--- config.mk ---
export PLATFORM = sky130hd
export DESIGN_NAME = uart_csr_fifo
export DESIGN_NICKNAME = d
export VERILOG_FILES = /design/src/rtl/uart_csr_fifo.sv
export SDC_FILE = /design/constraint.sdc
export NUM_CORES = 1
export LEC_CHECK = 0
export BUFFER_PORTS_ARGS = -buffer_cell sky130_fd_sc_hd__buf_2
export CAP_MARGIN = 0
export CORE_MARGIN = 4
export CORE_UTILIZATION = 35
export CTS_BUF_LIST = sky130_fd_sc_hd__clkbuf_8
export CTS_CLUSTER_DIAMETER = 80
export CTS_CLUSTER_SIZE = 12
export DETAILED_ROUTE_END_ITERATION = 12
export PLACE_DENSITY_LB_ADDON = 0.2
export SYNTH_ARGS = -nofsm -noshare
export SYNTH_HDL_FRONTEND = slang
export SYNTH_SLANG_ARGS = --single-unit
--- constraint.sdc ---
create_clock -name clk -period 3.3 [get_ports clk]
set_input_delay 0.66 -clock clk [delete_from_list [all_inputs] [get_ports clk]]
set_output_delay 0.66 -clock clk [all_outputs]
set_load 0.05 [all_outputs]
--- src/rtl/uart_csr_fifo.sv ---
// uart_csr_fifo: APB slave register file for the UART with TX/RX FIFOs,
// byte-strobe merging, PSLVERR responses, sticky W1C interrupts and an IRQ.
// Ports:
//   clk, reset_n                       clock, asynchronous active-low reset
//   psel_i/penable_i/pwrite_i/paddr_i  APB control and byte address
//   pwdata_i/pstrb_i                   APB write data and byte-lane strobes
//   prdata_o/pready_o/pslverr_o        APB response (valid in access phase)
//   tx_valid_o/tx_data_o/tx_ready_i    TX FIFO head towards the UART TX engine
//   rx_valid_i/rx_data_i               received character pulse from UART RX
//   parity_error_i                     parity flag qualified by rx_valid_i
//   data_bit_num_o .. parity_type_o    CFG register fields
//   irq_o                              registered interrupt request
module uart_csr_fifo #(
  parameter int unsigned DATA_W   = 8,
  parameter int unsigned TX_DEPTH = 16,
  parameter int unsigned RX_DEPTH = 16,
  parameter int unsigned ADDR_W   = 12
) (
  input  logic              clk,
  input  logic              reset_n,
  input  logic              psel_i,
  input  logic              penable_i,
  input  logic              pwrite_i,
  input  logic [ADDR_W-1:0] paddr_i,
  input  logic [31:0]       pwdata_i,
  input  logic [3:0]        pstrb_i,
  output logic [31:0]       prdata_o,
  output logic              pready_o,
  output logic              pslverr_o,
  output logic              tx_valid_o,
  output logic [DATA_W-1:0] tx_data_o,
  input  logic              tx_ready_i,
  input  logic              rx_valid_i,
  input  logic [DATA_W-1:0] rx_data_i,
  input  logic              parity_error_i,
  output logic [1:0]        data_bit_num_o,
  output logic              stop_bit_num_o,
  output logic              parity_en_o,
  output logic              parity_type_o,
  output logic              irq_o
);

  localparam int unsigned TX_PW = $clog2(TX_DEPTH);
  localparam int unsigned TX_CW = TX_PW + 1;
  localparam int unsigned RX_PW = $clog2(RX_DEPTH);
  localparam int unsigned RX_CW = RX_PW + 1;
  localparam int unsigned INT_W = 5;
  localparam int unsigned CFG_W = 5;

  localparam logic [ADDR_W-1:0] A_TX_DATA = ADDR_W'(32'h00);
  localparam logic [ADDR_W-1:0] A_RX_DATA = ADDR_W'(32'h04);
  localparam logic [ADDR_W-1:0] A_CFG     = ADDR_W'(32'h08);
  localparam logic [ADDR_W-1:0] A_CTRL    = ADDR_W'(32'h0C);
  localparam logic [ADDR_W-1:0] A_STT     = ADDR_W'(32'h10);
  localparam logic [ADDR_W-1:0] A_INT_EN  = ADDR_W'(32'h14);
  localparam logic [ADDR_W-1:0] A_INT_STT = ADDR_W'(32'h18);

  // Register state
  logic [CFG_W-1:0] cfg_q, cfg_d;
  logic             tx_en_q, tx_en_d;
  logic             rx_en_q, rx_en_d;
  logic [INT_W-1:0] int_en_q, int_en_d;
  logic [INT_W-1:0] int_stt_q, int_stt_d;
  logic             irq_q, irq_d;

  // FIFO state
  logic [DATA_W-1:0] tx_mem [TX_DEPTH];
  logic [DATA_W-1:0] rx_mem [RX_DEPTH];
  logic [TX_PW-1:0]  tx_wr_q, tx_wr_d, tx_rd_q, tx_rd_d;
  logic [TX_CW-1:0]  tx_cnt_q, tx_cnt_d;
  logic [RX_PW-1:0]  rx_wr_q, rx_wr_d, rx_rd_q, rx_rd_d;
  logic [RX_CW-1:0]  rx_cnt_q, rx_cnt_d;

  // Decode / event signals
  logic        access;
  logic        tx_empty, tx_full, rx_empty, rx_full;
  logic        tx_push, tx_pop, tx_ovf, tx_flush;
  logic        rx_in, rx_push, rx_pop, rx_ovr, rx_par, rx_flush;
  logic        cfg_we, ctrl_we, int_en_we, w1c_we;
  logic [31:0] stt_word;
  logic [INT_W-1:0] int_set;
  logic        unused_bits;

  assign access   = psel_i & penable_i;
  assign pready_o = 1'b1;

  assign tx_empty = (tx_cnt_q == '0);
  assign tx_full  = (tx_cnt_q == TX_CW'(TX_DEPTH));
  assign rx_empty = (rx_cnt_q == '0);
  assign rx_full  = (rx_cnt_q == RX_CW'(RX_DEPTH));

  assign tx_valid_o = tx_en_q & ~tx_empty;
  assign tx_data_o  = tx_empty ? '0 : tx_mem[tx_rd_q];
  assign tx_pop     = tx_valid_o & tx_ready_i;

  assign rx_in   = rx_valid_i & rx_en_q;
  assign rx_push = rx_in & ~rx_full;
  assign rx_par  = rx_in & parity_error_i;
  // A flushed overrun is discarded silently
  assign rx_ovr  = rx_in & rx_full & ~rx_flush;

  assign tx_flush = ctrl_we & pwdata_i[2];
  assign rx_flush = ctrl_we & pwdata_i[3];

  assign stt_word = {8'h00, 8'(rx_cnt_q), 8'(tx_cnt_q),
                     4'h0, rx_full, rx_empty, tx_full, tx_empty};

  assign unused_bits = ^{pwdata_i[31:DATA_W], pstrb_i[3:1]};

  // APB decode: read mux, error response and per-register write enables
  always_comb begin
    prdata_o  = '0;
    pslverr_o = 1'b0;
    tx_push   = 1'b0;
    tx_ovf    = 1'b0;
    rx_pop    = 1'b0;
    cfg_we    = 1'b0;
    ctrl_we   = 1'b0;
    int_en_we = 1'b0;
    w1c_we    = 1'b0;
    if (access) begin
      case (paddr_i)
        A_TX_DATA: begin
          if (!pwrite_i) begin
            pslverr_o = 1'b1;
          end else if (pstrb_i[0]) begin
            // Fullness is judged before any same-cycle pop
            if (tx_full) begin
              pslverr_o = 1'b1;
              tx_ovf    = 1'b1;
            end else begin
              tx_push = 1'b1;
            end
          end
        end
        A_RX_DATA: begin
          if (pwrite_i || rx_empty) begin
            pslverr_o = 1'b1;
          end else begin
            prdata_o = 32'(rx_mem[rx_rd_q]);
            rx_pop   = 1'b1;
          end
        end
        A_CFG: begin
          if (pwrite_i) cfg_we = pstrb_i[0];
          else          prdata_o = 32'(cfg_q);
        end
        A_CTRL: begin
          if (pwrite_i) ctrl_we = pstrb_i[0];
          else          prdata_o = 32'({rx_en_q, tx_en_q});
        end
        A_STT: begin
          if (pwrite_i) pslverr_o = 1'b1;
          else          prdata_o  = stt_word;
        end
        A_INT_EN: begin
          if (pwrite_i) int_en_we = pstrb_i[0];
          else          prdata_o  = 32'(int_en_q);
        end
        A_INT_STT: begin
          if (pwrite_i) w1c_we   = pstrb_i[0];
          else          prdata_o = 32'(int_stt_q);
        end
        default: pslverr_o = 1'b1;
      endcase
    end
  end

  // Control/status register next state; hardware set beats W1C
  always_comb begin
    cfg_d    = cfg_we    ? pwdata_i[CFG_W-1:0] : cfg_q;
    int_en_d = int_en_we ? pwdata_i[INT_W-1:0] : int_en_q;
    tx_en_d  = ctrl_we   ? pwdata_i[0] : tx_en_q;
    rx_en_d  = ctrl_we   ? pwdata_i[1] : rx_en_q;
    int_set  = {tx_ovf, rx_par, rx_ovr, ~rx_empty, tx_empty};
    int_stt_d = (int_stt_q & ~(w1c_we ? pwdata_i[INT_W-1:0] : '0)) | int_set;
    irq_d    = |(int_stt_q & int_en_q);
  end

  // TX FIFO pointers and occupancy; flush wins over push/pop
  always_comb begin
    tx_wr_d  = tx_wr_q;
    tx_rd_d  = tx_rd_q;
    tx_cnt_d = tx_cnt_q;
    if (tx_flush) begin
      tx_wr_d  = '0;
      tx_rd_d  = '0;
      tx_cnt_d = '0;
    end else begin
      if (tx_push) tx_wr_d = tx_wr_q + TX_PW'(1);
      if (tx_pop)  tx_rd_d = tx_rd_q + TX_PW'(1);
      case ({tx_push, tx_pop})
        2'b10:   tx_cnt_d = tx_cnt_q + TX_CW'(1);
        2'b01:   tx_cnt_d = tx_cnt_q - TX_CW'(1);
        default: tx_cnt_d = tx_cnt_q;
      endcase
    end
  end

  // RX FIFO pointers and occupancy; flush wins over push/pop
  always_comb begin
    rx_wr_d  = rx_wr_q;
    rx_rd_d  = rx_rd_q;
    rx_cnt_d = rx_cnt_q;
    if (rx_flush) begin
      rx_wr_d  = '0;
      rx_rd_d  = '0;
      rx_cnt_d = '0;
    end else begin
      if (rx_push) rx_wr_d = rx_wr_q + RX_PW'(1);
      if (rx_pop)  rx_rd_d = rx_rd_q + RX_PW'(1);
      case ({rx_push, rx_pop})
        2'b10:   rx_cnt_d = rx_cnt_q + RX_CW'(1);
        2'b01:   rx_cnt_d = rx_cnt_q - RX_CW'(1);
        default: rx_cnt_d = rx_cnt_q;
      endcase
    end
  end

  // State registers
  always_ff @(posedge clk or negedge reset_n) begin
    if (!reset_n) begin
      cfg_q     <= '0;
      tx_en_q   <= 1'b0;
      rx_en_q   <= 1'b0;
      int_en_q  <= '0;
      int_stt_q <= '0;
      irq_q     <= 1'b0;
      tx_wr_q   <= '0;
      tx_rd_q   <= '0;
      tx_cnt_q  <= '0;
      rx_wr_q   <= '0;
      rx_rd_q   <= '0;
      rx_cnt_q  <= '0;
    end else begin
      cfg_q     <= cfg_d;
      tx_en_q   <= tx_en_d;
      rx_en_q   <= rx_en_d;
      int_en_q  <= int_en_d;
      int_stt_q <= int_stt_d;
      irq_q     <= irq_d;
      tx_wr_q   <= tx_wr_d;
      tx_rd_q   <= tx_rd_d;
      tx_cnt_q  <= tx_cnt_d;
      rx_wr_q   <= rx_wr_d;
      rx_rd_q   <= rx_rd_d;
      rx_cnt_q  <= rx_cnt_d;
    end
  end

  // FIFO storage needs no reset: occupancy is tracked by the pointers
  always_ff @(posedge clk) begin
    if (tx_push && !tx_flush) tx_mem[tx_wr_q] <= pwdata_i[DATA_W-1:0];
    if (rx_push && !rx_flush) rx_mem[rx_wr_q] <= rx_data_i;
  end

  assign data_bit_num_o = cfg_q[1:0];
  assign stop_bit_num_o = cfg_q[2];
  assign parity_en_o    = cfg_q[3];
  assign parity_type_o  = cfg_q[4];
  assign irq_o          = irq_q;

endmodule

==> results of run 1 <==
==> sequential cells by signal, indices dropped and copies added, names as in the netlist, 4 cells and up <==
name / cells
rx_rd_q: 4
tx_wr_q: 4
tx_mem: 128
rx_cnt_q: 5
rx_wr_q: 4
tx_cnt_q: 5
cfg_q: 5
rx_mem: 128
tx_rd_q: 4
int_en_q: 5
int_stt_q: 5
==> how the worst max path moves through the flow <==
stage	to	startpoint	slack, ps	depth (start not counted)
final	prdata_o[4]	rx_rd_q[0]	-140	6
after CTS	prdata_o[4]	rx_rd_q[0]	-210	5
after detailed placement	rx_cnt_q[4]	paddr_i[9]	-30	13
after global placement	rx_cnt_q[4]	paddr_i[9]	-30	13
after global routing	prdata_o[4]	rx_rd_q[0]	-240	6
after floorplan	prdata_o[2]	paddr_i[9]	-50	6
==> worst reg2reg max path: stages (launching register included) <==
cell	delay [ps]
dfrtp_1	430
or4_1	570
o21ai_1	180
or4_4	150
nand2b_1	120
inv_1	60
ha_1	280
nor2b_1	130
o21a_1	170
or3_1	300
mux2i_1	170
xnor2_1	140
nor2_1	50
==> kinds of logic (layout without fill, tap and decap cells) <==
group,Yosys count,count (layout),synth area share [%]
and+or+nand+nor,186,186,7.91
xor gates and xnor gates,19,19,1.44
adders and majority gates,16,16,1.61
buffers and inverters,75,230,2.78
muxes,96,96,15.2
AOI/OAI and AO/OA,58,58,2.90
other,2,15,0.0582
DFF,300,300,68.1
==> cells in the final DEF, fill, tap and decap left out, types with 11 or more instances in the layout <==
cell | Yosys | final
nand2_1 | 39 | 39
dfrtp_1 | 44 | 42
nor2_1 | 38 | 37
and2_1 | 32 | 32
inv_1 | 21 | 38
clkbuf_8 | 0 | 29
buf_2 | 11 | 53
mux4_2 | 79 | 79
buf_6 | 1 | 16
ha_1 | 15 | 15
buf_4 | 15 | 67
nand3_1 | 11 | 11
edfxtp_1 | 256 | 256
o21ai_0 | 20 | 20
conb_1 | 2 | 15
a21oi_1 | 12 | 12
==> synthesized netlist by cell type, types with 15 or more instances <==
library cell,instances
clkbuf_1,22
buf_4,15
dfrtp_1,44
ha_1,15
o21ai_0,20
nand2_1,39
and2_1,32
nor2b_1,16
edfxtp_1,256
nor2_1,38
mux4_2,79
inv_1,21
==> final cells by class <==
cell class                 count  area share [%]
clock buffer                  29            2.62
clock inverter                25           0.665
inverter                      21           0.517
multi-input combinational    390            25.8
sequential                   300            57.7
tap                          468            3.84
timing repair buffer         155            8.83
==> per-stage QoR <==
stage                     worst slack (ps)  hold slack, ps
after detailed placement             -29.5             510
after floorplan                      -50.9             364
after CTS                             -214             292
after global placement               -32.7             505
final                                 -142             331
after global routing                  -244             314
==> what timing repair did <==
item	in CTS	in global routing
hold buffers	1	0
resized for setup	56	16
pin swaps	1	1
cloned	5	2
buffers inserted	9	3
hold endpoints to repair	12	0
setup endpoints to repair	16	17
==> routing by layer <==
| layer | global-route usage, % | share of wire [%] | up-vias | wire (um) |
|---|---|---|---|---|
| li1 | - | - | 3214 | - |
| met4 | 2.44 | 1.0 | 0 | 325 |
| met3 | 2.05 | 4.6 | 23 | 1440 |
| met2 | 24.4 | 47 | 173 | 14700 |
| met1 | 24.2 | 48 | 3692 | 15000 |
| met5 | 0 | 0 | - | 0 |
==> power by group through the flow <==
stage	logic, mW	registers [mW]	clock network, mW
detailed placement	0.170	4.20	0
global route	0.189	4.11	2.35
CTS	0.172	4.11	2.18
global placement	0.168	4.20	0
floorplan	0.0843	4.20	0
finish	0.172	4.11	2.09
==> impl_metrics.tcl, run 1 <==
set metrics [dict create \
    fmax_mhz 291 \
    final_layout_size_suffix_gt1_share_pct 33.6 \
    die_h_um 200 \
    cts_tree "built" \
    die_area_mm2 0.0400 \
    seq_power_share_pct 64.5 \
    cts_buffers 29 \
    synthDistinctLibCells 60 \
    clockRootBuffer "clkbuf_8" \
    cts_buffer_depth 3 \
    rows 70 \
    drc 0 \
    cp_common_cell "mux4_2" \
    rsz0062_at_grt "true" \
    h-tree-depth 1 \
    synth_area_mm2 0.0129 \
    p_sw_share_pct 22.0 \
    slowest_delay_ps 570 \
    fin_area_mm2 0.0152 \
    min-delay-start "parity_error_i" \
    path_max_fanout 5 \
    rr_worst_depth 12 \
    final_core_util_pct 41.7 \
    place_area_mm2 0.0142 \
    firstDrtPassIters 4 \
    p_total_mw 6.37 \
    track_usage_pct 15.7 \
    ant_nets 0 \
    ys_seq_area_share_pct 68.1 \
    crit_family "multiplexers" \
    start_util_pct 35.3 \
    critical_path_buf_inv_count 2 \
    postSynthAreaPerCell_um2 17.2 \
    fin_skew_ps 22.2 \
    cp_slowest_cell "mux4_2" \
    io_pins 113 \
    yosysTopAreaCell "edfxtp_1" \
    cts_sinks 300 \
    clk_latency_ps 580 \
    die_w_um 200 \
    critical_path.cell_chain "buf_12 -> mux4_2 -> mux4_2 -> a222oi_1 -> nor2_1 -> buf_6" \
    antennaDiodeCount 0 \
    status "finished, violations left" \
    timing.setup.tns_ps -567 \
    drv_cap 0 \
    slew_viol_final 0 \
    ys_warn_count 0 \
    dpl.cell_count 1316 \
    required_ps 2640 \
    fillCellCount 3327 \
    globalplace.congestion 0.781 \
    critPathArrivalTime_ps 2780 \
    setup.worst_path.class "reg2out" \
    synth_flop_cell "edfxtp_1" \
    drt-initial-drc-count 437 \
    clk_pin_slew_ps 80 \
    syn2layout_area_growth_pct 18.1 \
    multi_input_area_mm2 0.00394 \
    stdcell_count 1388 \
    p_int_mw 4.97 \
    grt_pass1_wl_um 47100 \
    synth_cells 752 \
    r2r_end "rx_cnt_q[4]" \
    switching_power_mw 1.40 \
    vias_per_cell 5.12 \
    dp_hpwl_um 20100 \
    post-synth-top-area-fraction_pct 59.6 \
    critPathLaunchType "flop" \
    antenna_found_initial 0 \
    holdPathEnd "int_stt_q[3]" \
    ys_top_cells_by_area "edfxtp_1, mux4_2, dfrtp_1" \
    slew_headroom_pct 42.8 \
    seqCellArea_mm2 0.00879 \
    comb_power_share_pct 2.7 \
    hold_path_class "in2reg" \
    async_flop_share_pct 14.7 \
    hold_depth 3 \
    fin_ws_ps -142 \
    hold_viol 0 \
    grt_overflow 0 \
    nets 977 \
    vdd_drop_max_mv 0.299 \
    leakagePower_nw 5.42 \
    routedWlPerCell_um 22.7 \
    fin_crit_sh_pct 104 \
    grt_max_degree 36 \
    synth-seq-cells 300 \
    worst_pin_slew_ps 851 \
    grt_pass1_vias 7274 \
    critPathCaptureType "output port" \
    power_density_mw_per_mm2 418 \
    vias 7102 \
    violations "negative setup slack" \
    reg2reg_from "rx_cnt_q[0]" \
    port_buffers 70 \
    setup_viol 9 \
    core_mm2 0.0365 \
    rrSetupSlack_ps 470 \
    p_clk_share_pct 32.8 \
    synth-edff-count 256 \
    min_period_ps 3440 \
    totalWireLength_um 31500 \
]
Power figures use the tool's default switching activity.
==> inputs of run 2 (changes only) <==
--- a/config.mk
+++ b/config.mk
@@ -13,7 +13,9 @@
 export CTS_CLUSTER_DIAMETER = 80
 export CTS_CLUSTER_SIZE = 12
 export DETAILED_ROUTE_END_ITERATION = 12
+export HOLD_SLACK_MARGIN = 0.1
 export PLACE_DENSITY_LB_ADDON = 0.2
+export SKIP_CTS_REPAIR_TIMING = 1
 export SYNTH_ARGS = -nofsm -noshare
 export SYNTH_HDL_FRONTEND = slang
 export SYNTH_SLANG_ARGS = --single-unit
==> impl_metrics.tcl, run 2 (synthesized netlist as in run 1, its figures left out) <==
set metrics [dict create \
    vias_per_cell 5.09 \
    seq_power_share_pct 64.5 \
    rrSetupSlack_ps 460 \
    rows 70 \
    comb_power_share_pct 2.7 \
    fin_ws_ps -176 \
    slew_headroom_pct 42.7 \
    start_util_pct 35.3 \
    clk_pin_slew_ps 90 \
    core_mm2 0.0365 \
    grt_pass1_wl_um 45800 \
    switching_power_mw 1.40 \
    cts_sinks 300 \
    critPathArrivalTime_ps 2820 \
    rsz0062_at_grt "true" \
    p_clk_share_pct 32.8 \
    whs_ps 334 \
    nets 977 \
    cts_buffers 29 \
    place_area_mm2 0.0142 \
    status "finished, violations left" \
    fmax_mhz 288 \
    grt_overflow 0 \
    drv_cap 0 \
    leakagePower_nw 5.41 \
    h-tree-depth 1 \
    worst_pin_slew_ps 852 \
    syn2layout_area_growth_pct 17.7 \
    antennaDiodeCount 0 \
    ant_nets 0 \
    die_area_mm2 0.0400 \
    path_max_fanout 7 \
    violations "negative setup slack" \
    cts_tree "built" \
    drc 0 \
    cts_buffer_depth 3 \
    min-delay-start "parity_error_i" \
    firstDrtPassIters 4 \
    grt_pass1_vias 7140 \
    hold_depth 3 \
    required_ps 2640 \
    min_period_ps 3480 \
    fin_skew_ps 16.3 \
    die_w_um 200 \
    p_sw_share_pct 22.0 \
    rr_worst_depth 12 \
    vias 7068 \
    place_ws_ps -29.5 \
    clockRootBuffer "clkbuf_8" \
    p_int_mw 4.97 \
    final_common_cell "edfxtp_1" \
    final_cell_mix "edfxtp_1, mux4_2, buf_4, buf_2, dfrtp_1" \
    track_usage_pct 15.2 \
    port_buffers 70 \
    setup_viol 9 \
    die_h_um 200 \
    dpl.cell_count 1316 \
    reg2reg_from "rx_cnt_q[0]" \
    critPathLaunchType "flop" \
    final_layout_size_suffix_gt1_share_pct 33.6 \
    p_total_mw 6.37 \
    fin_crit_sh_pct 105 \
    drt-initial-drc-count 504 \
    fillCellCount 3322 \
    clk_latency_ps 580 \
    r2r_end "rx_cnt_q[4]" \
    fin_area_mm2 0.0152 \
    totalWireLength_um 31100 \
    timing.setup.tns_ps -990 \
    hold_path_class "in2reg" \
    routedWlPerCell_um 22.4 \
    holdPathEnd "int_stt_q[3]" \
    hold_viol 0 \
    vdd_drop_max_mv 0.298 \
    io_pins 113 \
    power_density_mw_per_mm2 420 \
    final_core_util_pct 41.6 \
    stdcell_count 1388 \
    slew_viol_final 0 \
    reg_top3 "rx_mem x128, tx_mem x128" \
    setup.worst_path.class "reg2out" \
    dp_hpwl_um 20100 \
    critPathCaptureType "output port" \
    antenna_found_initial 0 \
    globalplace.congestion 0.781 \
    grt_max_degree 36 \
]
## run 2: changes by cell type in the layout (fill, tap and decap cells not counted), moves of 2 or more
cell / previous run / this run
buf_6: 16 / 14
inv_2: 3 / 1
buf_8: 4 / 2
nor2b_4: 10 / 8
buf_2: 53 / 55
clkbuf_16: 2 / 4
inv_1: 38 / 40
buf_4: 67 / 71
nor2b_1: 6 / 8
buf_16: 5 / 1
## run 2: how the worst max path moves through the flow
stage | to | slack (ps) | start
after CTS | prdata_o[1] | -430 | rx_rd_q[0]
after global placement | rx_cnt_q[4] | -30 | paddr_i[9]
final | prdata_o[4] | -180 | rx_rd_q[0]
after floorplan | prdata_o[2] | -50 | paddr_i[9]
after detailed placement | rx_cnt_q[4] | -30 | paddr_i[9]
after global routing | prdata_o[4] | -270 | rx_rd_q[0]
## run 2: worst max-delay path: stages (launching register included)
cell and delay (ps):
dfrtp_4 530, mux4_2 520, mux4_2 570, a222oi_1 320, nor2_1 110, buf_6 180
## run 2: power groups by stage
stage / clock (mW) / sequential (mW) / combinational [mW]
6_report: 2.09 / 4.11 / 0.172
5_1_grt: 2.34 / 4.11 / 0.189
4_1_cts: 2.18 / 4.11 / 0.170
3_5_place_dp: 0 / 4.20 / 0.170
3_3_place_gp: 0 / 4.20 / 0.168
2_1_floorplan: 0 / 4.20 / 0.0843
## run 2: cell type report
| cell class | count | area, um2 | share of cell area [%] |
|---|---|---|---|
| Clock buffer | 29 | 399 | 2.63 |
| Clock inverter | 25 | 101 | 0.668 |
| Inverter | 21 | 78.8 | 0.519 |
| Multi-Input combinational cell | 390 | 3950 | 26.0 |
| Sequential cell | 300 | 8790 | 57.9 |
| Tap cell | 468 | 586 | 3.86 |
| Timing Repair Buffer | 155 | 1270 | 8.39 |
## run 2: routing by layer
metal | global-route usage [%] | vias to the layer above | share of wire (%) | routed length (um)
met5 | 0 | - | 0 | 0
met4 | 2.44 | 0 | 1.0 | 325
li1 | - | 3198 | - | -
met3 | 1.86 | 23 | 4.2 | 1310
met2 | 23.2 | 165 | 47 | 14500
met1 | 23.9 | 3682 | 48 | 14900
==> inputs of run 3 (changes only) <==
--- a/config.mk
+++ b/config.mk
@@ -5,7 +5,7 @@
 export SDC_FILE = /design/constraint.sdc
 export NUM_CORES = 1
 export LEC_CHECK = 0
-export BUFFER_PORTS_ARGS = -buffer_cell sky130_fd_sc_hd__buf_2
+export ABC_AREA = 1
 export CAP_MARGIN = 0
 export CORE_MARGIN = 4
 export CORE_UTILIZATION = 35
@@ -13,6 +13,7 @@
 export CTS_CLUSTER_DIAMETER = 80
 export CTS_CLUSTER_SIZE = 12
 export DETAILED_ROUTE_END_ITERATION = 12
+export DONT_BUFFER_PORTS = 1
 export HOLD_SLACK_MARGIN = 0.1
 export PLACE_DENSITY_LB_ADDON = 0.2
 export SKIP_CTS_REPAIR_TIMING = 1
==> impl_metrics.tcl, run 3 <==
set metrics [dict create \
    critPathCaptureType "output port" \
    die_area_mm2 0.0410 \
    vias_per_cell 4.99 \
    track_usage_pct 15.7 \
    port_buffers 0 \
    reg_top3 "rx_mem x128, tx_mem x128" \
    slew_viol_final 0 \
    crit_path_end "prdata_o[4]" \
    reg2reg_from "rx_cnt_q[1]" \
    io_pins 113 \
    dpl.cell_count 1701 \
    critPathArrivalTime_ps 2500 \
    grt_max_degree 70 \
    synth-seq-cells 300 \
    crit_start "rx_rd_q[0]" \
    path_max_fanout 69 \
    globalplace.congestion 0.845 \
    yosysTopAreaCell "edfxtp_1" \
    rows 70 \
    cts_tree "built" \
    p_total_mw 6.59 \
    syn2layout_area_growth_pct 12.5 \
    ys_warn_count 0 \
    drt-initial-drc-count 549 \
    post-synth-top-area-fraction_pct 58.1 \
    synth_flop_cell "edfxtp_1" \
    dp_hpwl_um 21000 \
    synth_cells 1181 \
    worst_pin_slew_ps 791 \
    cts_buffers 29 \
    final_cell_mix "edfxtp_1, nor2_1, o21ai_0, nand2_1, inv_1" \
    rsz0062_at_grt "false" \
    vdd_drop_max_mv 0.348 \
    synth_area_mm2 0.0132 \
    drv_cap 0 \
    synth_most_common_cell "edfxtp_1" \
    whs_ps 137 \
    postSynthAreaPerCell_um2 11.2 \
    setup.worst_path.class "reg2out" \
    seqCellArea_mm2 0.00879 \
    stdcell_count 1763 \
    routedWlPerCell_um 18.8 \
    multi_input_area_mm2 0.00389 \
    vias 8796 \
    min_period_ps 3160 \
    nets 1316 \
    required_ps 2640 \
    grt_pass1_vias 8670 \
    die_h_um 202 \
    slew_headroom_pct 47.0 \
    final_layout_size_suffix_gt1_share_pct 13.3 \
    hold_viol 0 \
    leakagePower_nw 5.51 \
    grt_overflow 0 \
    synthTopCellsByCount "edfxtp_1, nor2_1, o21ai_0" \
    fin_crit_sh_pct 95.7 \
    totalWireLength_um 33100 \
    fmax_mhz 317 \
    die_w_um 202 \
    core_mm2 0.0370 \
    fillCellCount 3655 \
    setup_viol 0 \
    drc 0 \
    clockRootBuffer "clkbuf_8" \
    final_common_cell "edfxtp_1" \
    hold_path_class "in2reg" \
    rr_worst_depth 14 \
    grt_pass1_wl_um 50800 \
    final_core_util_pct 40.3 \
    ys_top_cells_by_area "edfxtp_1, dfrtp_1, o21ai_0" \
    antennaDiodeCount 0 \
    antenna_found_initial 0 \
    clk_pin_slew_ps 90 \
    status "finished clean" \
    synthDistinctLibCells 45 \
    async_flop_share_pct 14.7 \
    firstDrtPassIters 5 \
    fin_skew_ps 28.9 \
    ys_seq_area_share_pct 66.4 \
    start_util_pct 35.8 \
    power_density_mw_per_mm2 442 \
    h-tree-depth 1 \
    cts_sinks 300 \
    clk_latency_ps 610 \
    r2r_end "rx_cnt_q[4]" \
    critPathLaunchType "flop" \
    synth-edff-count 256 \
    ant_nets 0 \
    cts_buffer_depth 3 \
    rrSetupSlack_ps 620 \
]
==> run 3: cell count changes in the layout (fill, tap and decap cells not counted), sizes merged, moves of 39 or more <==
cell,change
buf,-80
inv,+58
mux4,-79
nand2,+118
nand3,+39
nor2,+168
o21ai,+158
==> run 3: where the power goes <==
group	internal, mW	leakage, nW	switching [mW]
logic	0.0723	2.34	0.193
clock network	0.925	0.344	1.27
registers	4.11	2.83	0.00843
==> run 3: area by class of cell <==
class | instances | share of cell area, %
inverter | 81 | 2.15
clock buffer | 30 | 2.77
multi-input combinational | 750 | 26.1
timing repair buffer | 74 | 4.90
tap | 504 | 4.23
clock inverter | 24 | 0.823
sequential | 300 | 59.0
==> run 3: worst max-delay path, cell delays in order, from the launching register on <==
cell and delay [ps]:
dfrtp_2 430, buf_12 280, o21ai_0 140, o221ai_1 240
o21ai_0 170, nand2_1 90, nand3_1 180, nand2_1 180
buf_12 150
==> run 3: routing by layer <==
metal | global-route usage [%] | routed length, um | vias to the layer above
li1 | - | - | 4260
met1 | 20.9 | 14600 | 4261
met2 | 26.8 | 16100 | 222
met3 | 2.36 | 1540 | 53
met4 | 4.49 | 909 | 0
met5 | 0 | 0 | -
==> run 3: logic make-up (layout without fill, tap and decap cells) <==
group	count (synthesis)	after routing	share of synthesized area [%]
buffers and inverters	144	209	4.65
DFF	300	300	66.4
adders and majority gates	16	16	1.57
and+or+nand+nor	433	433	14.7
other	2	15	0.0567
xor gates and xnor gates	9	9	0.595
AOI/OAI and AO/OA	277	277	12.0
==> run 3: how the worst min path moves through the flow <==
stage | from | slack, ps | to | cells after the start
finish | rx_data_i[7] | 140 | rx_mem[3][7] | 0
global placement | reset_n | 370 | cfg_q[2] | 0
CTS | reset_n | -330 | irq_o | 0
global route | rx_data_i[7] | 100 | rx_mem[3][7] | 0
floorplan | reset_n | 360 | cfg_q[0] | 0
detailed placement | reset_n | 370 | rx_cnt_q[0] | 0
==> run 3: through the flow <==
stage,area (um2),setup slack [ps],setup TNS (ps)
finish,14900,141,0
global route,14900,1.85,0
CTS,14700,-170,-966
detailed placement,14200,355,0
global placement,14200,365,0
floorplan,13300,79.8,0
